### src/rtl/n64_pkg.sv
// Shared constants, state encoding and stick shaping helper for the N64 pad decoder.
package n64_pkg;

    // Button bit positions inside the 16-bit button field of a report.
    localparam int unsigned BTN_A     = 0;
    localparam int unsigned BTN_B     = 1;
    localparam int unsigned BTN_Z     = 2;
    localparam int unsigned BTN_START = 3;
    localparam int unsigned BTN_DU    = 4;
    localparam int unsigned BTN_DD    = 5;
    localparam int unsigned BTN_DL    = 6;
    localparam int unsigned BTN_DR    = 7;
    localparam int unsigned BTN_L     = 10;
    localparam int unsigned BTN_R     = 11;
    localparam int unsigned BTN_CU    = 12;
    localparam int unsigned BTN_CD    = 13;
    localparam int unsigned BTN_CL    = 14;
    localparam int unsigned BTN_CR    = 15;

    // Bits 8 and 9 carry no button and are forced to 0 before any use.
    localparam logic [15:0] RSVD_MASK = 16'h0300;

    // Event word = {press, button index}.
    localparam int unsigned EV_IDX_W = 4;
    localparam int unsigned EV_W     = EV_IDX_W + 1;

    typedef enum logic [1:0] {
        ST_IDLE  = 2'd0,
        ST_CHECK = 2'd1,
        ST_SCAN  = 2'd2
    } dec_state_e;

    // Dead-zone then saturate a two's complement stick value.
    // The magnitude is 9 bits wide so that -128 yields +128 rather than wrapping.
    function automatic logic [7:0] shape_stick(input logic [7:0] v,
                                               input int unsigned dz,
                                               input int unsigned smax);
        logic [8:0] sv;
        logic [8:0] mag;
        logic [8:0] lim;
        logic [7:0] r;
        sv  = {v[7], v};
        mag = sv[8] ? (~sv + 9'd1) : sv;
        lim = 9'(smax);
        if (mag <= 9'(dz)) begin
            r = 8'd0;
        end else if (mag > lim) begin
            r = sv[8] ? (~lim[7:0] + 8'd1) : lim[7:0];
        end else begin
            r = v;
        end
        return r;
    endfunction

endpackage

### src/rtl/n64_pad_decoder_fifo.sv
// Small synchronous event FIFO; a pop on a full FIFO frees room for a same-cycle push.
module n64_event_fifo #(
    parameter int unsigned DEPTH = 8,
    parameter int unsigned WIDTH = 5
) (
    input  logic             clk_i,
    input  logic             rst_i,
    input  logic             push_i,
    input  logic [WIDTH-1:0] push_data_i,
    input  logic             pop_i,
    output logic [WIDTH-1:0] head_o,
    output logic             full_o,
    output logic             empty_o
);
    localparam int unsigned AW = (DEPTH > 1) ? $clog2(DEPTH) : 1;
    localparam logic [AW:0]   FULL_CNT = DEPTH[AW:0];
    localparam logic [AW-1:0] PTR_ONE  = 1;
    localparam logic [AW:0]   CNT_ONE  = 1;

    logic [WIDTH-1:0] mem_q [DEPTH];
    logic [AW-1:0]    wr_ptr_q;
    logic [AW-1:0]    rd_ptr_q;
    logic [AW:0]      count_q;
    logic             do_push;
    logic             do_pop;

    // Pop only when something is there; push when room exists or a pop frees a slot.
    always_comb begin
        do_pop  = pop_i && (count_q != '0);
        do_push = push_i && ((count_q != FULL_CNT) || do_pop);
    end

    // Pointer and occupancy bookkeeping.
    always_ff @(posedge clk_i) begin
        if (rst_i) begin
            wr_ptr_q <= '0;
            rd_ptr_q <= '0;
            count_q  <= '0;
        end else begin
            if (do_push) wr_ptr_q <= wr_ptr_q + PTR_ONE;
            if (do_pop)  rd_ptr_q <= rd_ptr_q + PTR_ONE;
            case ({do_push, do_pop})
                2'b10:   count_q <= count_q + CNT_ONE;
                2'b01:   count_q <= count_q - CNT_ONE;
                default: count_q <= count_q;
            endcase
        end
    end

    // Storage array; contents need no reset because occupancy gates visibility.
    always_ff @(posedge clk_i) begin
        if (do_push) mem_q[wr_ptr_q] <= push_data_i;
    end

    assign head_o  = mem_q[rd_ptr_q];
    assign full_o  = (count_q == FULL_CNT);
    assign empty_o = (count_q == '0);

endmodule

### src/rtl/n64_pad_decoder.sv
// N64 report decoder: debounced buttons, shaped sticks, link watchdog, button event FIFO.
// Handshake: report_valid is a one-cycle strobe with no backpressure (busy reports go to a
// one-deep pending slot); an event is transferred when ev_valid && ev_rd at a PCLK edge.
module n64_pad_decoder
    import n64_pkg::*;
#(
    parameter int unsigned DEBOUNCE_N     = 2,
    parameter int unsigned DEADZONE       = 8,
    parameter int unsigned STICK_MAX      = 80,
    parameter int unsigned FIFO_DEPTH     = 8,
    parameter int unsigned TIMEOUT_CYCLES = 2500000
) (
    input  logic            PCLK,
    input  logic            PRESET,
    input  logic            report_valid,
    input  logic [31:0]     report_data,
    output logic [15:0]     btn_state,
    output logic [7:0]      stick_x,
    output logic [7:0]      stick_y,
    output logic            link_ok,
    output logic            ev_valid,
    output logic [EV_W-1:0] ev_data,
    input  logic            ev_rd,
    output logic            ev_overflow,
    input  logic            ev_ovf_clr,
    output logic [7:0]      drop_count,
    output dec_state_e      dbg_state
);
    localparam int unsigned   TW      = $clog2(TIMEOUT_CYCLES + 1);
    localparam logic [TW-1:0] T_LAST  = TW'(TIMEOUT_CYCLES - 1);
    localparam logic [TW-1:0] T_MAX   = TW'(TIMEOUT_CYCLES);
    localparam logic [TW-1:0] T_ONE   = 1;
    localparam logic [3:0]    DEB_CNT = 4'(DEBOUNCE_N);

    dec_state_e          state_q;
    logic [31:0]         work_q;
    logic [31:0]         pend_q;
    logic                pend_full_q;
    logic [15:0]         last_raw_q;
    logic [3:0]          stab_cnt_q;
    logic [15:0]         btn_q;
    logic [15:0]         diff_q;
    logic [3:0]          idx_q;
    logic [7:0]          sx_q;
    logic [7:0]          sy_q;
    logic                link_ok_q;
    logic [TW-1:0]       timer_q;
    logic                ovf_q;
    logic [7:0]          drop_q;

    logic [15:0]         field_d;
    logic [3:0]          stab_cnt_d;
    logic [7:0]          raw_x;
    logic [7:0]          raw_y;
    logic                ev_push;
    logic [EV_W-1:0]     ev_push_data;
    logic                ev_drop;
    logic                drop_inc;
    logic                fifo_full;
    logic                fifo_empty;

    // Field extraction, debounce counter preview and event push decode.
    always_comb begin
        field_d    = work_q[15:0] & ~RSVD_MASK;
        stab_cnt_d = (field_d == last_raw_q)
                   ? ((stab_cnt_q == 4'd15) ? 4'd15 : stab_cnt_q + 4'd1)
                   : 4'd1;
        for (int i = 0; i < 8; i++) begin
            raw_x[7-i] = work_q[16+i];
            raw_y[7-i] = work_q[24+i];
        end
        ev_push      = (state_q == ST_SCAN) && diff_q[idx_q];
        ev_push_data = {btn_q[idx_q], idx_q};
        ev_drop      = ev_push && fifo_full && !ev_rd;
        drop_inc     = report_valid && pend_full_q;
    end

    // Main controller: report intake, debounce/compare, event scan, link watchdog.
    always_ff @(posedge PCLK) begin
        if (PRESET) begin
            state_q     <= ST_IDLE;
            work_q      <= '0;
            pend_q      <= '0;
            pend_full_q <= 1'b0;
            last_raw_q  <= '0;
            stab_cnt_q  <= '0;
            btn_q       <= '0;
            diff_q      <= '0;
            idx_q       <= '0;
            sx_q        <= '0;
            sy_q        <= '0;
            link_ok_q   <= 1'b0;
            timer_q     <= '0;
            ovf_q       <= 1'b0;
            drop_q      <= '0;
        end else begin
            case (state_q)
                ST_IDLE: begin
                    // A fresh report beats a stale pending one.
                    if (report_valid) begin
                        work_q      <= report_data;
                        pend_full_q <= 1'b0;
                        state_q     <= ST_CHECK;
                    end else if (pend_full_q) begin
                        work_q      <= pend_q;
                        pend_full_q <= 1'b0;
                        state_q     <= ST_CHECK;
                    end
                end
                ST_CHECK: begin
                    last_raw_q <= field_d;
                    stab_cnt_q <= stab_cnt_d;
                    sx_q       <= shape_stick(raw_x, DEADZONE, STICK_MAX);
                    sy_q       <= shape_stick(raw_y, DEADZONE, STICK_MAX);
                    if ((stab_cnt_d >= DEB_CNT) && (field_d != btn_q)) begin
                        diff_q  <= field_d ^ btn_q;
                        btn_q   <= field_d;
                        idx_q   <= '0;
                        state_q <= ST_SCAN;
                    end else begin
                        state_q <= ST_IDLE;
                    end
                end
                ST_SCAN: begin
                    idx_q <= idx_q + 4'd1;
                    if (idx_q == 4'd15) state_q <= ST_IDLE;
                end
                default: state_q <= ST_IDLE;
            endcase

            if (report_valid && (state_q != ST_IDLE)) begin
                pend_q      <= report_data;
                pend_full_q <= 1'b1;
            end

            if (drop_inc && (drop_q != 8'hFF)) drop_q <= drop_q + 8'd1;

            // A drop in the same cycle as a clear must stay visible.
            if (ev_drop) begin
                ovf_q <= 1'b1;
            end else if (ev_ovf_clr) begin
                ovf_q <= 1'b0;
            end

            // Watchdog fires once and then parks; its forcing overrides a same-cycle CHECK.
            if (report_valid) begin
                timer_q   <= '0;
                link_ok_q <= 1'b1;
            end else if (timer_q == T_LAST) begin
                timer_q    <= T_MAX;
                link_ok_q  <= 1'b0;
                btn_q      <= '0;
                sx_q       <= '0;
                sy_q       <= '0;
                stab_cnt_q <= '0;
            end else if (timer_q != T_MAX) begin
                timer_q <= timer_q + T_ONE;
            end
        end
    end

    n64_event_fifo #(
        .DEPTH (FIFO_DEPTH),
        .WIDTH (EV_W)
    ) u_fifo (
        .clk_i       (PCLK),
        .rst_i       (PRESET),
        .push_i      (ev_push),
        .push_data_i (ev_push_data),
        .pop_i       (ev_rd),
        .head_o      (ev_data),
        .full_o      (fifo_full),
        .empty_o     (fifo_empty)
    );

    assign btn_state   = btn_q;
    assign stick_x     = sx_q;
    assign stick_y     = sy_q;
    assign link_ok     = link_ok_q;
    assign ev_valid    = !fifo_empty;
    assign ev_overflow = ovf_q;
    assign drop_count  = drop_q;
    assign dbg_state   = state_q;

endmodule

### config.mk
export PLATFORM = sky130hd
export DESIGN_NAME = n64_pad_decoder
export DESIGN_NICKNAME = d
export VERILOG_FILES = /design/src/rtl/n64_pkg.sv /design/src/rtl/n64_pad_decoder_fifo.sv /design/src/rtl/n64_pad_decoder.sv
export SDC_FILE = /design/constraint.sdc
export NUM_CORES = 1
export LEC_CHECK = 0
export CAP_MARGIN = 20
export CORE_ASPECT_RATIO = 0.9
export CORE_MARGIN = 1.5
export CORE_UTILIZATION = 58
export DETAILED_ROUTE_END_ITERATION = 10
export DONT_BUFFER_PORTS = 1
export PLACE_DENSITY = 0.87
export SLEW_MARGIN = 20
export SYNTH_ARGS = -nofsm -noshare
export SYNTH_HDL_FRONTEND = slang
export SYNTH_SLANG_ARGS = --single-unit
### constraint.sdc
create_clock -name PCLK -period 3 [get_ports PCLK]
set_input_delay 0.15 -clock PCLK [delete_from_list [all_inputs] [get_ports PCLK]]
set_output_delay 0.15 -clock PCLK [all_outputs]
set_load 0.01 [all_outputs]
# == After elaboration in Yosys (flattened, before gate mapping) ==
# Memories as Yosys holds them, arrays and structs flattened. A register that Yosys moved wholly into a read port is not among the register bits.
# Cells that the tools add are included.
# word_totals
regBits,179
latch_bits,0
mem_bits_rw,40
romBits,0
input_bits,37
out_inout_bits,50
wordCells,133
mem_count,1
# memory_table
name,depth,width,rd,rd_ports_with_merged_regs,wr,line,rtl
u_fifo.mem_q,8,5,1,1,1,n64_pad_decoder_fifo.sv:20,logic [WIDTH-1:0] mem_q [DEPTH];
# classes
add_sub_neg,10
mul,0
div,0
order_cmp,6
eq_ne,16
shift,0
muxes,49
n_bitwise,3
n_reduce_logical,29
# ops
cell,count
$mux W8,12
$mux W16,4
$mux W32,2
$mux W22,2
$mux W4,6
$add A22 B1 Y22 const B,1
$eq A22 B22 Y1 const B,1
$ne A22 B22 Y1 const B,1
$add A9 B1 Y9 const B,2
$gt A9 B7 Y1 const B,2
$le A9 B4 Y1 const B,2
$mux W9,2
$not A9 Y9,2
$ne A16 B16 Y1,1
$pmux W4 S2,2
$reduce_bool A2 Y1,8
$xor A16 B16 Y16,1
$eq A14 B14 Y1,1
$add A4 B1 Y4 const B,3
$eq A4 B4 Y1 const B,3
$mux W1,10
$logic_and A1 B1 Y1,9
$add A8 B1 Y8 const B,1
$bmux W1 S4,2
other kinds (22),33

# == Longest topological paths before layout ==
# Gate-level depths: netlist of run 1.
# logic_depth
word_depth,9
ltp_mapped,13
depth_no_buf,11

# == Cells and area by module ==
# From an unflattened synthesis of run 1, not the netlist that was laid out.
# hier_totals
cells_unflattened,1081
area_unflattened_um2,10278.6
# by_module_without_submodules
module,n_inst,cells_each,area_per_inst_um2,seq_area_each_um2
n64_pad_decoder,1,939,8029.0,3303.2
n64_event_fifo,1,142,2249.7,1461.4

# == Least setup slack after synthesis of run 1 ==
# OpenSTA, ideal clock, no wires.
# synth_timing
path_kind,register to register
from,register idx_q[0]
to,register u_fifo.count_q[3]
setup_ps,70
arrival_ps,3098
t_required_ps,2930
path_slack_ps,-168
path_stages_with_launch,14
path_buffers,2
synth_period_minus_slack_ps,3168
cell_sequence,dfxtp_1 buf_2 mux4_2 a22oi_1 o31ai_1 nand2_1 buf_2 ha_1 ha_1 a21o_1 a21oi_1 xnor2_1 or3_1 a21oi_1
# synth_between
elab_chain_cells,6
elab_cells_between_ends,8
classes_between,eq/ne: 2; mux: 3; reduce/logical: 3
# synth_rtl
element,line,rtl
"start, declared",n64_pad_decoder.sv:43,logic [3:0] idx_q;
"start signal, assigned",n64_pad_decoder.sv:125,idx_q <= idx_q + 4'd1;
$bmux W1 S4 *,n64_pad_decoder.sv:72,ev_push = (state_q == ST_SCAN) && diff_q[idx_q];
$mux W1 (implied by the code) *,n64_pad_decoder.sv:72,
$logic_and A1 B1 Y1 *,n64_pad_decoder.sv:72,
$logic_and A1 B1 Y1 *,n64_pad_decoder_fifo.sv:30,do_push = push_i && ((count_q != FULL_CNT) || do_pop);
$eq A2 B1 Y1 / $eq A2 B2 Y1 (equally long branches),n64_pad_decoder_fifo.sv:42,"case ({do_push, do_pop})"
$pmux W4 S2 / $reduce_bool A2 Y1 (equally long branches),-,
"end signal, assigned",n64_pad_decoder_fifo.sv:43,2'b10: count_q <= count_q + CNT_ONE;
"end signal, assigned",n64_pad_decoder_fifo.sv:44,2'b01: count_q <= count_q - CNT_ONE;
"end signal, assigned",n64_pad_decoder_fifo.sv:45,default: count_q <= count_q;
"end, declared",n64_pad_decoder_fifo.sv:23,logic [AW:0] count_q;
# Every way passes the cells marked *; elsewhere a longest branch is shown, timed or not. The select of a mux whose other input is x is not followed.
# A chain may end at the register's enable or synchronous reset.

# == Worst setup path after layout of run 1 ==
# Same ends and word-level chain as after synthesis.

==> results of run 1 <==
==> synth_stat cells, drive strengths merged, types with 18 or more instances <==
master	count
clkbuf	51
nand4	19
nand3	26
inv	24
mux2i	64
mux4	18
xor2	32
buf	21
xnor2	32
nand2	146
nor2	95
a21oi	63
dfxtp	178
edfxtp	40
a211oi	39
nand2b	39
nor4	19
==> report_power, final <==
part	internal (mW)	switching, mW	total [mW]	leakage [nW]
clock network	1.59	1.12	2.71	0.359
logic	0.252	0.345	0.596	1.92
registers	3.04	0.0855	3.12	1.80
total	4.88	1.55	6.43	4.08
==> repair_timing <==
action | CTS | global route
endpoints found under the hold margin | 131 | 0
setup endpoints to repair | 0 | 1
hold buffers | 34 | 0
gates resized for setup | 0 | 3
==> cells by family (layout without fill, tap and decap cells) <==
logic type	Yosys count	after routing
xor gates and xnor gates	64	64
DFF	218	218
adders and majority gates	13	13
muxes	90	90
buffers and inverters	96	137
AOI/OAI and AO/OA	170	170
and+or+nand+nor	416	416
==> worst paths after layout <==
kind / startpoint / end / slack (ns)
hold reg to reg: pend_q[28] / pend_q[28] / 0.45
setup reg to reg: idx_q[0] / u_fifo.count_q[3] / 0.15
setup / recovery: idx_q[0] / u_fifo.count_q[3] / 0.15
hold / removal: PRESET / stick_y[7] / 0.03
==> state kept, by name, indices dropped and copies added (netlist names), 14 cells and up, named ones only <==
name / count
u_fifo.mem_q: 40
pend_q: 30
work_q: 30
timer_q: 22
btn_state: 16
diff_q: 16
last_raw_q: 14
==> metrics by stage <==
stage               power, mW  std cells  utilization [%]
floorplan                3.60       1067                -
global placement         3.66       1270             61.8
detailed placement       3.68       1270             61.8
CTS                      6.46       1343             68.1
global route             6.66       1343             68.2
finish                   6.43       1343             68.2
==> metal layers <==
metal / up-vias / GRT usage [%]
li1: 3851 / -
met1: 3734 / 31.2
met2: 230 / 44.3
met3: 45 / 5.54
met4: 0 / 7.58
met5: - / 0
==> layout make-up <==
cell class | count | area (um^2) | share of cell area (%)
tap | 235 | 294 | 2.53
clock buffer | 30 | 642 | 5.52
timing repair buffer | 74 | 668 | 5.74
clock inverter | 9 | 80.1 | 0.688
inverter | 24 | 90.1 | 0.774
sequential | 218 | 4770 | 41.0
multi-input combinational | 753 | 5090 | 43.8
==> impl_summary.log, run 1 <==
[metrics] number of warnings printed during yosys synthesis: 0
[metrics] synth unique cells: 73
[metrics] WP data arrival: 3.29 ns
[metrics] layout filler cell count: 1218
[metrics] crit-path max FO: 12
[metrics] Vert. Die Dim: 129 um
[metrics] simple-gate portion of the synthesized area: 19.9%
[metrics] DP Worst Slack: 0.0506 ns
[metrics] Cell Area, Placed: 10500 um^2
[metrics] stage delay of the slowest cell on the critical path: 0.53 ns
[metrics] synth top area cells: sky130_fd_sc_hd__dfxtp_1, sky130_fd_sc_hd__edfxtp_1, sky130_fd_sc_hd__mux2i_1
[metrics] WL met1: 9440 um
[metrics] Yosys top cell area share: 34.8%
[metrics] number of I/O pins: 87
[metrics] row count: 45
[metrics] # setup viols final: 0
[metrics] Most used DFF post-synth: sky130_fd_sc_hd__dfxtp_1
[metrics] Post-CTS Repair Setup Buffers: 0
[metrics] initial detailed-routing violation count: 430
[metrics] area delta synth->final: 13.5%
[metrics] commonest cells after routing, fill and taps aside: sky130_fd_sc_hd__dfxtp_1, sky130_fd_sc_hd__nand2_1, sky130_fd_sc_hd__nor2_1, sky130_fd_sc_hd__mux2i_1, sky130_fd_sc_hd__a21oi_1
[metrics] number of sinks handled by clock tree synthesis: 218
[metrics] Max-Slew Margin vs Limit: 44.8%
[metrics] max cap viols: 0
[metrics] transition time at the pin with the least slew margin: 0.823 ns
[metrics] CTS tree: yes
[metrics] overall die area: 18500 um^2
[metrics] share of flip-flops with an asynchronous set or reset after synthesis: 0%
[metrics] clock tree root driver cell: sky130_fd_sc_hd__clkbuf_16
[metrics] path category of the worst min-delay check: in -> reg
[metrics] wire length on met2: 11200 um
[metrics] Worst-path clk slew: 0.06 ns
[metrics] length in cells of the worst reg-to-reg path: 11
[metrics] met3 layer wire length in the routed design: 1680 um
[metrics] library cell contributing the largest single delay on the critical path: sky130_fd_sc_hd__mux4_2
[metrics] Max Slew Vio Count: 0
[metrics] crit start category: register
[metrics] total routing resource utilization after global routing: 25.3%
[metrics] Vias/cell: 5.85
[metrics] proportion of synthesized area in mux cells: 11.1%
[metrics] power per standard cell area: 553 nW/um^2
[metrics] weighted congestion reported at the end of routability-driven placement: 0.873
[metrics] setup slack of the critical path after layout: 0.149 ns
[metrics] Netlist Area Pre-Place: 10300 um^2
[metrics] detailed placement HPWL: 15000 um
[metrics] Routed Antenna Nets: 0
[metrics] Post-synth EDFFs: 40
[metrics] Req. time, crit path: 3.44 ns
[metrics] vias in the first global route: 7771
[metrics] aggregate routed wire length: 22800 um
[metrics] most area-hungry cell type in the Yosys netlist: sky130_fd_sc_hd__dfxtp_1
[metrics] Total Negative Setup Slacks: 0 ns
[metrics] most frequent standard cell in the layout excluding fill and tap cells: sky130_fd_sc_hd__dfxtp_1
[metrics] sequential share of the synthesized area: 46.5%
[metrics] Setup Skew: 0.0169 ns
[metrics] cell family with the largest share of critical-path delay: compound AO/OA/AOI/OAI gates
[metrics] critical setup path kind: reg -> reg
[metrics] net count after synthesis: 1117
[metrics] run status: complete, no violations
[metrics] vias after detailed routing: 7860
[metrics] min cycle time layout: 2.85 ns
[metrics] worst skew pair latency: 0.51 ns
[metrics] 1st-pass router iterations: 5
[metrics] total count of hold-check failures in the final report: 0
[metrics] total CTS buffers: 23
[metrics] post-route DRC violation count: 0
[metrics] post-synthesis sequential element count: 218
[metrics] number of antenna violations at the first check in global routing: 0
[metrics] number of buffers between clock root and the deepest sink: 3
[metrics] Buf+Inv Stages, Crit Path: 0
[metrics] average instance area after synthesis: 9.61 um^2
[metrics] Cells after Synth: 1067
[metrics] crit share post-route: 95.0%
[metrics] synthesized-area fraction occupied by adder cells: 1.66%
[metrics] CP endpoint kind: register
[metrics] die width: 143 um
[metrics] share of post-route cells with drive strength above 1: 11.4%
[metrics] number of nets in the final layout: 1144
[metrics] drt wl/cell: 17.0 um
[metrics] total number of H-tree levels: 1
[metrics] count of input and output buffers: 0
[metrics] area of the core: 17100 um^2
[metrics] largest net degree at the start of global routing: 146
[metrics] post-route standard cell area excluding fillers: 11600 um^2
[metrics] final antenna diode count: 0
[metrics] effective utilization at floorplan: 60.1%
[metrics] highest routed metal layer: met4
[metrics] combinational family with the most area after synthesis: simple AND/OR/NAND/NOR gates
[metrics] Fmax: 351 MHz
[metrics] leakage power figure: 4.08 nW
[metrics] synthesized-area fraction occupied by ao, oa, aoi and oai cells: 11.4%
[metrics] global-route wire length before repair: 37800 um
[metrics] hold slack final: 0.0267 ns
[metrics] hold path depth: 2
[metrics] worst supply voltage drop on vdd: 460 uV
[metrics] total grt overflow: 0
[metrics] Critical Path, Cell by Cell: mux4_2 > a22oi_1 > o31ai_2 > nand2_1 > ha_1 > ha_1 > a21o_1 > a21oi_1 > xnor2_1 > or3_1 > a21oi_1
[metrics] total number of cells along the worst setup path: 11
[metrics] Synth Area in XOR/XNOR: 5.47%
No activity file was read; power rests on OpenSTA's default activity.
==> run 2, diff against run 1 <==
- ABC_AREA: default -> 1
- CORE_UTILIZATION: 58 -> 57
- PLACE_DENSITY: 0.87 -> 0.86
==> run 2 against run 1 <==
Power increased by 9.9%. Clock skew increased by 0.0011 ns. Largest power group unchanged. Sequential cell count unchanged. Register-to-register slack improved by 0.11 ns.
==> impl_summary.log, run 2 <==
[metrics] effective utilization at floorplan: 58.5%
[metrics] Total Negative Setup Slacks: 0 ns
[metrics] number of warnings printed during yosys synthesis: 0
[metrics] length in cells of the worst reg-to-reg path: 18
[metrics] most frequent cells after synthesis: sky130_fd_sc_hd__nand2_1, sky130_fd_sc_hd__dfxtp_1, sky130_fd_sc_hd__nor2_1
[metrics] synth unique cells: 42
[metrics] number of nets in the final layout: 1358
[metrics] die width: 142 um
[metrics] vias after detailed routing: 8777
[metrics] row count: 45
[metrics] share of post-route cells with drive strength above 1: 6.13%
[metrics] dominant cell by count in the synthesized netlist: sky130_fd_sc_hd__nand2_1
[metrics] CP endpoint kind: register
[metrics] WP data arrival: 3.14 ns
[metrics] Vert. Die Dim: 128 um
[metrics] overall die area: 18100 um^2
[metrics] commonest cells after routing, fill and taps aside: sky130_fd_sc_hd__nand2_1, sky130_fd_sc_hd__dfxtp_1, sky130_fd_sc_hd__nor2_1, sky130_fd_sc_hd__a21oi_1, sky130_fd_sc_hd__o21ai_0
[metrics] global-route wire length before repair: 37900 um
[metrics] most area-hungry cell type in the Yosys netlist: sky130_fd_sc_hd__dfxtp_1
[metrics] average instance area after synthesis: 7.65 um^2
[metrics] clock tree root driver cell: sky130_fd_sc_hd__clkbuf_16
[metrics] critical setup path kind: reg -> reg
[metrics] simple-gate portion of the synthesized area: 23.4%
[metrics] number of buffers between clock root and the deepest sink: 3
[metrics] leakage power figure: 4.25 nW
[metrics] Critical Path, Cell by Cell: inv_4 > nor2_1 > o211ai_1 > nand3_1 > nand2_1 > nand2_1 > nor2_2 > inv_1 > ha_1 > ha_1 > nand2_1 > nor2_1 > a211oi_1 > nor2_1 > nor2_1 > nand2_1 > o21ai_0 > a21oi_1
[metrics] total number of H-tree levels: 1
[metrics] worst supply voltage drop on vdd: 534 uV
[metrics] library cell contributing the largest single delay on the critical path: sky130_fd_sc_hd__dfxtp_4
[metrics] # setup viols final: 0
[metrics] unrepaired setup endpoints after global routing: no
[metrics] total routing resource utilization after global routing: 25.4%
[metrics] vias in the first global route: 8056
[metrics] Netlist Area Pre-Place: 9870 um^2
[metrics] crit start category: register
[metrics] transition time at the pin with the least slew margin: 1.05 ns
[metrics] share of flip-flops with an asynchronous set or reset after synthesis: 0%
[metrics] total count of hold-check failures in the final report: 0
[metrics] area delta synth->final: 12.6%
[metrics] stage delay of the slowest cell on the critical path: 0.40 ns
[metrics] Worst-path clk slew: 0.06 ns
[metrics] Post-synth EDFFs: 40
[metrics] Vias/cell: 5.73
[metrics] crit share post-route: 91.2%
[metrics] post-route DRC violation count: 0
[metrics] Max Slew Vio Count: 0
[metrics] sequential share of the synthesized area: 48.3%
[metrics] count of input and output buffers: 0
[metrics] capturing point of the worst reg2reg path: u_fifo.count_q[3]
[metrics] hold slack final: 0.0473 ns
[metrics] Biggest register: u_fifo.mem_q
[metrics] aggregate routed wire length: 23500 um
[metrics] most frequent standard cell in the layout excluding fill and tap cells: sky130_fd_sc_hd__nand2_1
[metrics] Min-Delay Startpoint: report_valid
[metrics] number of I/O pins: 87
[metrics] max cap viols: 0
[metrics] largest net degree at the start of global routing: 61
[metrics] hold path endpoint: drop_count[2]
[metrics] PnR Total Power: 7.07 mW
[metrics] total CTS buffers: 22
[metrics] number of antenna violations at the first check in global routing: 0
[metrics] synthesized-area fraction occupied by adder cells: 1.72%
[metrics] Most used DFF post-synth: sky130_fd_sc_hd__dfxtp_1
[metrics] Post-CTS Repair Setup Buffers: 0
[metrics] Max-Slew Margin vs Limit: 30.1%
[metrics] run status: complete, no violations
[metrics] net count after synthesis: 1341
[metrics] biggest regs: u_fifo.mem_q (40), pend_q (30), work_q (30)
[metrics] number of flip-flops in the largest register: 40
[metrics] post-synthesis sequential element count: 218
[metrics] launch point of the worst reg-to-reg path: idx_q[0]
[metrics] Req. time, crit path: 3.40 ns
[metrics] layout filler cell count: 1357
[metrics] min cycle time layout: 2.74 ns
[metrics] synth top area cells: sky130_fd_sc_hd__dfxtp_1, sky130_fd_sc_hd__edfxtp_1, sky130_fd_sc_hd__nand2_1
[metrics] Fmax: 365 MHz
[metrics] total grt overflow: 0
[metrics] power per standard cell area: 636 nW/um^2
[metrics] area of the core: 16900 um^2
[metrics] drt wl/cell: 15.3 um
[metrics] setup slack on the worst flop-to-flop path: 0.26 ns
[metrics] proportion of synthesized area in mux cells: 0%
[metrics] final antenna diode count: 0
[metrics] 1st-pass router iterations: 5
[metrics] hold path depth: 4
[metrics] detailed placement HPWL: 15100 um
[metrics] CTS tree: yes
[metrics] synthesized-area fraction occupied by ao, oa, aoi and oai cells: 17.0%
[metrics] crit-path max FO: 15
[metrics] initial detailed-routing violation count: 842
[metrics] path category of the worst min-delay check: in -> reg
[metrics] combinational family with the most area after synthesis: simple AND/OR/NAND/NOR gates
[metrics] weighted congestion reported at the end of routability-driven placement: 0.888
[metrics] Routed Antenna Nets: 0
[metrics] Setup Skew: 0.0181 ns
[metrics] Cells after Synth: 1291
[metrics] Synth Area in XOR/XNOR: 2.93%
[metrics] number of sinks handled by clock tree synthesis: 218
[metrics] worst skew pair latency: 0.51 ns
[metrics] Yosys top cell area share: 36.1%
==> run 2: repair_timing <==
action                                  4_1_cts  5_1_grt
hold buffers                                 37        0
endpoints found under the setup margin        0        2
hold endpoints to repair                     88        0
gates resized for setup                       0        4
==> run 2: final cells by class <==
cell class	instances	area (um^2)	share of cell area, %
multi-input cells	913	4450	40.0
flip-flops and latches	218	4770	42.9
well taps	211	264	2.37
repair buffers	54	526	4.72
clock buffers	31	647	5.82
inverters	99	374	3.36
clock inverters	7	88.8	0.799
==> run 2: cell families (layout without fill, tap and decap cells) <==
logic type,count (synthesis),count (layout)
flip-flops,218,218
XOR/XNOR,33,33
AND/OR/NAND/NOR,557,558
buffers and inverters,161,191
AO/OA/AOI/OAI,309,309
adder cells (fa/ha/maj),13,13
==> run 2: layer usage <==
metal,wire length [um],GRT usage (%)
met1,9990,32.4
met2,11100,44.1
met3,1730,4.11
met4,635,8.19
met5,0,0
==> run 2: metrics by stage <==
| stage | std cells | worst slack (ns) | util, % | area [um^2] |
|---|---|---|---|---|
| 4_1_cts | 1532 | 0.0764 | 65.8 | 11100 |
| 6_report | 1533 | 0.263 | 65.8 | 11100 |
| 3_3_place_gp | 1457 | 0.174 | 59.1 | 9980 |
| 3_5_place_dp | 1457 | 0.0943 | 59.1 | 9980 |
| 2_1_floorplan | 1291 | 0.275 | - | 9870 |
| 5_1_grt | 1533 | 0.0450 | 65.8 | 11100 |
==> run 2: critical path: cells and delay by family, from the launching register on <==
kind / cells / cell delay, ns
AO/OA/AOI/OAI: 4 / 0.64
adder cells (fa/ha/maj): 2 / 0.55
flip-flops: 1 / 0.40
buffers and inverters: 2 / 0.23
AND/OR/NAND/NOR: 10 / 0.80
==> run 2: worst max path at each step <==
stage / startpoint / endpoint / slack, ns / cells past startpoint
floorplan: idx_q[0] / u_fifo.count_q[3] / 0.28 / 18
global placement: idx_q[0] / u_fifo.count_q[3] / 0.17 / 18
detailed placement: idx_q[0] / u_fifo.count_q[3] / 0.09 / 18
CTS: idx_q[0] / u_fifo.count_q[3] / 0.08 / 18
global route: work_q[10] / dbg_state[1] / 0.04 / 13
finish: idx_q[0] / u_fifo.count_q[3] / 0.26 / 18
==> run 2: report_power, final <==
| part | leakage, nW | internal (mW) | switching [mW] | total (mW) |
|---|---|---|---|---|
| Combinational | 2.06 | 0.368 | 0.682 | 1.05 |
| Clock | 0.368 | 1.67 | 1.10 | 2.77 |
| Sequential | 1.82 | 3.10 | 0.149 | 3.25 |
| Total | 4.25 | 5.14 | 1.93 | 7.07 |
